<file path="src/rtl/wm_pkg.sv">
// Shared types and default timing for the washing-machine appliance responder.
package wm_pkg;

    typedef enum logic [2:0] {
        ST_IDLE     = 3'd0,
        ST_FILLING  = 3'd1,
        ST_WASHING  = 3'd2,
        ST_DRAINING = 3'd3,
        ST_SPINNING = 3'd4,
        ST_FAULT    = 3'd5
    } wm_state_e;

    localparam int WM_CW          = 8;
    localparam int WM_FILL_CYCLES = 16;
    localparam int WM_WASH_CYCLES = 32;
    localparam int WM_SPIN_CYCLES = 20;
    localparam int WM_DET_DELAY   = 4;

endpackage

</file>
<file path="src/rtl/wm_sat_counter.sv">
// Up/down counter saturating at 0 and MAX; at_max/at_zero describe the value being loaded
// this clock, so a register sampling them lands in the same edge as q.
module wm_sat_counter
    import wm_pkg::*;
#(
    parameter int CW  = WM_CW,
    parameter int MAX = WM_FILL_CYCLES
) (
    input  logic          clk,
    input  logic          reset,
    input  logic          inc,
    input  logic          dec,
    input  logic          clr,
    input  logic          hold,
    output logic [CW-1:0] q,
    output logic          at_max,
    output logic          at_zero
);

    localparam logic [CW-1:0] MAX_V = CW'(MAX);

    logic [CW-1:0] q_q, q_d;

    // hold outranks clr so a frozen plant keeps every timer exactly where it stopped
    always_comb begin
        q_d = q_q;
        if (hold)
            q_d = q_q;
        else if (clr)
            q_d = '0;
        else if (inc && !dec && q_q != MAX_V)
            q_d = q_q + 1'b1;
        else if (dec && !inc && q_q != '0)
            q_d = q_q - 1'b1;
    end

    always_ff @(posedge clk or posedge reset) begin
        if (reset)
            q_q <= '0;
        else
            q_q <= q_d;
    end

    assign q       = q_q;
    assign at_max  = (q_d == MAX_V);
    assign at_zero = (q_d == '0);

endmodule

</file>
<file path="src/rtl/wm_appliance_responder.sv">
// Closed-loop plant for the washing-machine controller: valve, pump, drum and door latch
// modelled with cycle-count timers, plus a sticky illegal-command detector.
module wm_appliance_responder
    import wm_pkg::*;
#(
    parameter int CW          = WM_CW,
    parameter int FILL_CYCLES = WM_FILL_CYCLES,
    parameter int WASH_CYCLES = WM_WASH_CYCLES,
    parameter int SPIN_CYCLES = WM_SPIN_CYCLES,
    parameter int DET_DELAY   = WM_DET_DELAY
) (
    input  logic          clk,
    input  logic          reset,
    input  logic          door_sw,
    input  logic          detergent_sw,
    input  logic          door_lock_cmd,
    input  logic          fill_cmd,
    input  logic          motor_cmd,
    input  logic          drain_cmd,
    input  logic          spin_cmd,
    output logic          door_closed,
    output logic          water_full,
    output logic          detergent_added,
    output logic          wash_done,
    output logic          drain_done,
    output logic          spin_done,
    output logic [CW-1:0] level,
    output logic          fault
);

    wm_state_e     state_q;
    logic          fault_q, door_closed_q, water_full_q, det_added_q;
    logic          wash_done_q, drain_done_q, spin_done_q, det_sw_q, det_armed_q;
    logic [CW-1:0] level_q, wash_q, spin_q, det_q;
    logic          lvl_max, lvl_zero, wash_max, wash_zero, spin_max, spin_zero;
    logic          det_max, det_zero, det_rise, det_busy, fault_now, frz;
    logic          unused_ok;

    // Illegal command check uses the registered door/level the controller is reacting to
    assign fault_now = (fill_cmd & drain_cmd)
                     | (motor_cmd & ~door_closed_q)
                     | (spin_cmd & (level_q != '0))
                     | (fill_cmd & motor_cmd) | (fill_cmd & spin_cmd) | (motor_cmd & spin_cmd);
    assign frz       = fault_now | (state_q == ST_FAULT);
    assign det_rise  = detergent_sw & ~det_sw_q;
    assign det_busy  = det_rise | det_armed_q;

    wm_sat_counter #(.CW(CW), .MAX(FILL_CYCLES)) u_level (
        .clk(clk), .reset(reset), .inc(fill_cmd), .dec(drain_cmd), .clr(1'b0), .hold(frz),
        .q(level_q), .at_max(lvl_max), .at_zero(lvl_zero));

    wm_sat_counter #(.CW(CW), .MAX(WASH_CYCLES)) u_wash (
        .clk(clk), .reset(reset), .inc(motor_cmd & water_full_q & door_closed_q), .dec(1'b0),
        .clr(~motor_cmd), .hold(frz), .q(wash_q), .at_max(wash_max), .at_zero(wash_zero));

    wm_sat_counter #(.CW(CW), .MAX(SPIN_CYCLES)) u_spin (
        .clk(clk), .reset(reset), .inc(spin_cmd & (level_q == '0)), .dec(1'b0),
        .clr(~spin_cmd), .hold(frz), .q(spin_q), .at_max(spin_max), .at_zero(spin_zero));

    wm_sat_counter #(.CW(CW), .MAX(DET_DELAY)) u_det (
        .clk(clk), .reset(reset), .inc(det_armed_q & ~det_rise), .dec(1'b0),
        .clr(det_rise), .hold(frz), .q(det_q), .at_max(det_max), .at_zero(det_zero));

    assign unused_ok = &{1'b0, wash_zero, spin_zero, det_zero, spin_q, det_q};

    always_ff @(posedge clk or posedge reset) begin
        if (reset) begin
            door_closed_q <= 1'b0;
            water_full_q  <= 1'b0;
            drain_done_q  <= 1'b0;
            det_sw_q      <= 1'b0;
            det_armed_q   <= 1'b0;
            det_added_q   <= 1'b0;
            wash_done_q   <= 1'b0;
            spin_done_q   <= 1'b0;
        end else if (!frz) begin
            door_closed_q <= door_sw | (door_lock_cmd & door_closed_q);
            water_full_q  <= lvl_max;
            drain_done_q  <= drain_cmd & lvl_zero;
            det_sw_q      <= detergent_sw;
            det_armed_q   <= det_busy & ~det_max;
            // An empty-and-draining tank flushes the detergent, even if it lands this edge
            if (drain_cmd && lvl_zero)
                det_added_q <= 1'b0;
            else if (det_busy && det_max)
                det_added_q <= 1'b1;
            wash_done_q   <= motor_cmd & (wash_done_q | wash_max);
            spin_done_q   <= spin_cmd & (spin_done_q | spin_max);
        end
    end

    always_ff @(posedge clk or posedge reset) begin
        if (reset) begin
            state_q <= ST_IDLE;
            fault_q <= 1'b0;
        end else if (state_q != ST_FAULT) begin
            if (fault_now) begin
                state_q <= ST_FAULT;
                fault_q <= 1'b1;
            end else if (fill_cmd)
                state_q <= ST_FILLING;
            else if (drain_cmd)
                state_q <= ST_DRAINING;
            else if (motor_cmd)
                state_q <= ST_WASHING;
            else if (spin_cmd)
                state_q <= ST_SPINNING;
            else
                state_q <= ST_IDLE;
        end
    end

    assign door_closed     = door_closed_q;
    assign water_full      = water_full_q;
    assign detergent_added = det_added_q;
    assign wash_done       = wash_done_q;
    assign drain_done      = drain_done_q;
    assign spin_done       = spin_done_q;
    assign level           = level_q;
    assign fault           = fault_q;

endmodule

</file>
<file path="config.mk">
export PLATFORM = sky130hd
export DESIGN_NAME = wm_appliance_responder
export DESIGN_NICKNAME = d
export VERILOG_FILES = /design/src/rtl/wm_pkg.sv /design/src/rtl/wm_sat_counter.sv /design/src/rtl/wm_appliance_responder.sv
export SDC_FILE = /design/constraint.sdc
export NUM_CORES = 1
export LEC_CHECK = 0
export BUFFER_PORTS_ARGS = -buffer_cell sky130_fd_sc_hd__buf_2
export CAP_MARGIN = 40
export CORE_MARGIN = 3
export CORE_UTILIZATION = 25
export CTS_BUF_LIST = sky130_fd_sc_hd__clkbuf_4 sky130_fd_sc_hd__clkbuf_8 sky130_fd_sc_hd__clkbuf_16
export CTS_CLUSTER_DIAMETER = 30
export DETAILED_ROUTE_END_ITERATION = 8
export GPL_ROUTABILITY_DRIVEN = 0
export PLACE_DENSITY = 0.41
export SLEW_MARGIN = 20
export SYNTH_ARGS = -nofsm -noshare
export SYNTH_HDL_FRONTEND = slang
export SYNTH_SLANG_ARGS = --single-unit
</file>
<file path="constraint.sdc">
create_clock -name clk -period 2.6 [get_ports clk]
set_input_delay 0.26 -clock clk [delete_from_list [all_inputs] [get_ports clk]]
set_output_delay 0.26 -clock clk [all_outputs]
set_load 0.1 [all_outputs]
</file>
==> flow_metrics.py <==
metrics = {
    "finish": {
        "syn2layout_area_growth_pct": 31.3,
        "fin_util_pct": 34.5,
        "num_antenna_cells": 0,
        "design_area_sq_um": 3840,
        "layout_common_cells": "buf_4, dfrtp_1, nor2_1",
        "finalNetCount": 416,
        "post_route_cells_drive_above_1_share_pct": 29.3,
        "mostFrequentLayoutCell": "buf_4",
    },
    "setup_path": {
        "worstSetupPathType": "reg2reg",
        "r2r_start": "u_level.q[0]",
        "cp.depth": 9,
        "cp.arrival_ns": 2.85,
        "worstSetupStartpoint": "u_level.q[0]",
        "critPathMaxFanout": 6,
        "worstPathCellList": "inv_4, ha_4, or4b_4, o21ai_4, o211ai_4, nor2_1, xor2_1, or4_4, o31ai_1",
        "critPathCapture": "drain_done",
        "path_buf_inv": 1,
        "critPathMaxStageDelay_ns": 0.55,
        "r2r_end": "drain_done",
        "end_kind": "flop",
        "r2r_cells": 9,
        "crit_family": "simple AND/OR/NAND/NOR gates",
        "worstPathRequired_ns": 2.79,
        "crit_slowest_cell": "or4_4",
        "reg2reg_slack_ns": -0.05,
        "critPathLaunchType": "flop",
    },
    "place": {
        "dpl-instance-area_sq_um": 3510,
        "port-buffer-count": 23,
        "dp_hpwl_mm": 5.96,
    },
    "synthesis": {
        "synth_top_flop_cell": "dfrtp_1",
        "synth-edff-count": 0,
        "ys.warnings.count": 0,
        "synth_seq_cells": 44,
        "syn_area_per_cell_sq_um": 8.73,
        "ys_types": 61,
        "synth_fp_nets": 353,
        "synthArstFlopShare_pct": 100,
        "synthCells": 335,
        "synthesis.area_sq_um": 2930,
        "ys_seq_area_share_pct": 37.6,
    },
    "hold_path": {
        "worst_hold_path_type": "in2async",
    },
    "sta": {
        "layout_min_cycle_time_ns": 2.65,
        "period_share_pct": 102,
        "finalSetupTns_ns": -0.107,
        "finalSetupViolations": 2,
        "hold_viol": 0,
        "rsz0062_at_grt": "yes",
        "hold_slack_ns": 0.109,
        "slew_viol_final": 0,
        "setup_slack_ns": -0.0546,
        "tightest_slew_ns": 0.675,
        "slew_headroom_pct": 54.6,
        "final.setup_skew_ns": 0.00755,
        "fmax_mhz": 377,
    },
    "detailed_routing": {
        "vias_per_cell": 4.99,
        "wl_met2_mm": 3.78,
        "vias": 2689,
        "drtIter0Drc": 83,
        "top_layer": "met4",
        "wl_mm": 7.96,
        "ant_nets": 0,
        "wl_met1_mm": 3.92,
        "dr.pass1.iters": 4,
        "drc": 0,
        "met3_length_um": 191,
        "wl_per_cell_um": 14.8,
    },
    "power": {
        "p_total_w": 0.00142,
        "p_sw_w": 0.000319,
        "cellPowerDensity_nw_per_um2": 369,
        "leakagePower_nw": 1.70,
        "p_seq_share_pct": 48.3,
        "clkPwrFrac_pct": 47.0,
        "p_int_w": 0.00110,
        "p_sw_share_pct": 22.5,
        "combinationalPowerShare_pct": 4.7,
        "peakVddDrop_mv": 0.258,
    },
    "die": {
        "ios": 24,
        "rows": 38,
        "die_area_sq_um": 13000,
        "dieHeight_um": 114,
        "fp.dieW_um": 114,
        "core_sq_um": 11100,
        "initial_core_util_pct": 26.3,
    },
    "clock_network": {
        "cts_max_path_buffers": 2,
        "numCtsBuffers": 5,
        "holdBufCountCts": 0,
        "htreeDepth": 2,
        "clk_latency_ns": 0.28,
        "root_buffer": "clkbuf_16",
        "cts_tree": "yes",
        "cts_sinks": 44,
        "clk_pin_slew_ns": 0.07,
    },
    "grt": {
        "antenna_found_initial": 0,
        "grt-ovfl-total": 0,
        "grt_usage_pct": 12.7,
        "grt_max_degree": 45,
        "grt_pass1_vias": 2744,
        "grt_pass1_wl_mm": 13.5,
    },
    "run": {
        "cap_violations": 0,
    },
    "status": {
        "outcome": "finished, violations left",
        "failed_checks": "negative setup slack",
    },
}
[worst register-to-register path: stages (launching register included)]
cell	delay, ns
dfrtp_4	0.48
inv_4	0.07
ha_4	0.12
or4b_4	0.50
o21ai_4	0.23
o211ai_4	0.16
nor2_1	0.15
xor2_1	0.11
or4_4	0.55
o31ai_1	0.20
[sequential cells by signal, indices dropped and copies added, names as in the netlist]
name and count:
u_wash.q 8, water_full 1, det_armed_q 1, u_det.q 8, u_level.q 8, spin_done 1, fault 1, door_closed 1
det_sw_q 1, state_q 3, u_spin.q 8, wash_done 1, detergent_added 1, drain_done 1
[worst min-delay path by stage]
stage                         from     endpoint
final                        reset  u_wash.q[1]
after global routing         reset  u_wash.q[0]
after CTS                    reset  door_closed
after detailed placement     reset  u_wash.q[1]
after global placement       fault        fault
after floorplan           fill_cmd   state_q[1]
[routing by layer]
metal | vias to the layer above | GRT usage, %
li1 | 1351 | -
met1 | 1291 | 17.0
met2 | 39 | 21.4
met3 | 8 | 2.11
met4 | 0 | 3.40
met5 | - | 0
[power groups by stage]
stage	Clock, W	Sequential, W	Combinational (W)
6_report	0.000667	0.000684	0.0000662
5_1_grt	0.000725	0.000683	0.0000755
4_1_cts	0.000697	0.000684	0.0000658
3_5_place_dp	0	0.000697	0.0000652
3_3_place_gp	0	0.000697	0.0000655
2_1_floorplan	0	0.000697	0.0000339
[cell type report]
class | instances | area (sq um)
clock buffer | 7 | 146
inverter | 22 | 87.6
clock inverter | 1 | 7.51
multi-input combinational | 254 | 1810
sequential | 44 | 1120
tap | 140 | 175
timing repair buffer | 71 | 490
fill | 1187 | 7280
[through the flow]
step / setup slack, ns / cells
after floorplan: -0.161 / 335
after global placement: -0.0258 / 528
after detailed placement: -0.0564 / 528
after CTS: -0.0619 / 537
after global routing: -0.162 / 539
final: -0.0546 / 539
[cells by family after synthesis]
family / synth area share (%)
flops: 37.6
buf+inv: 5.69
xor+xnor: 7.78
compound gates: 18.9
mux: 0.342
fa+ha+maj: 3.85
simple gates: 25.8
[cells in the mapped netlist, types with 7 or more instances]
cell type	number	area share, %
nor4_1	7	1.5
dfrtp_1	44	38
xor2_1	13	3.9
nor2_1	33	4.2
clkbuf_1	10	1.3
o31ai_1	7	1.8
xnor2_1	13	3.9
inv_1	22	2.8
nand4_1	9	1.9
ha_1	9	3.8
nand3_1	12	2.1
a21oi_1	7	1.2
o21ai_0	16	2.7
nor3_1	13	2.2
nand2_1	30	3.8
[what timing repair did]
item | in CTS | in global routing
buffers inserted | 1 | 2
hold endpoints to repair | 0 | 0
setup endpoints to repair | 5 | 9
pin swaps | 1 | 13
resized for setup | 2 | 25
(Power assumes the default switching activity.)
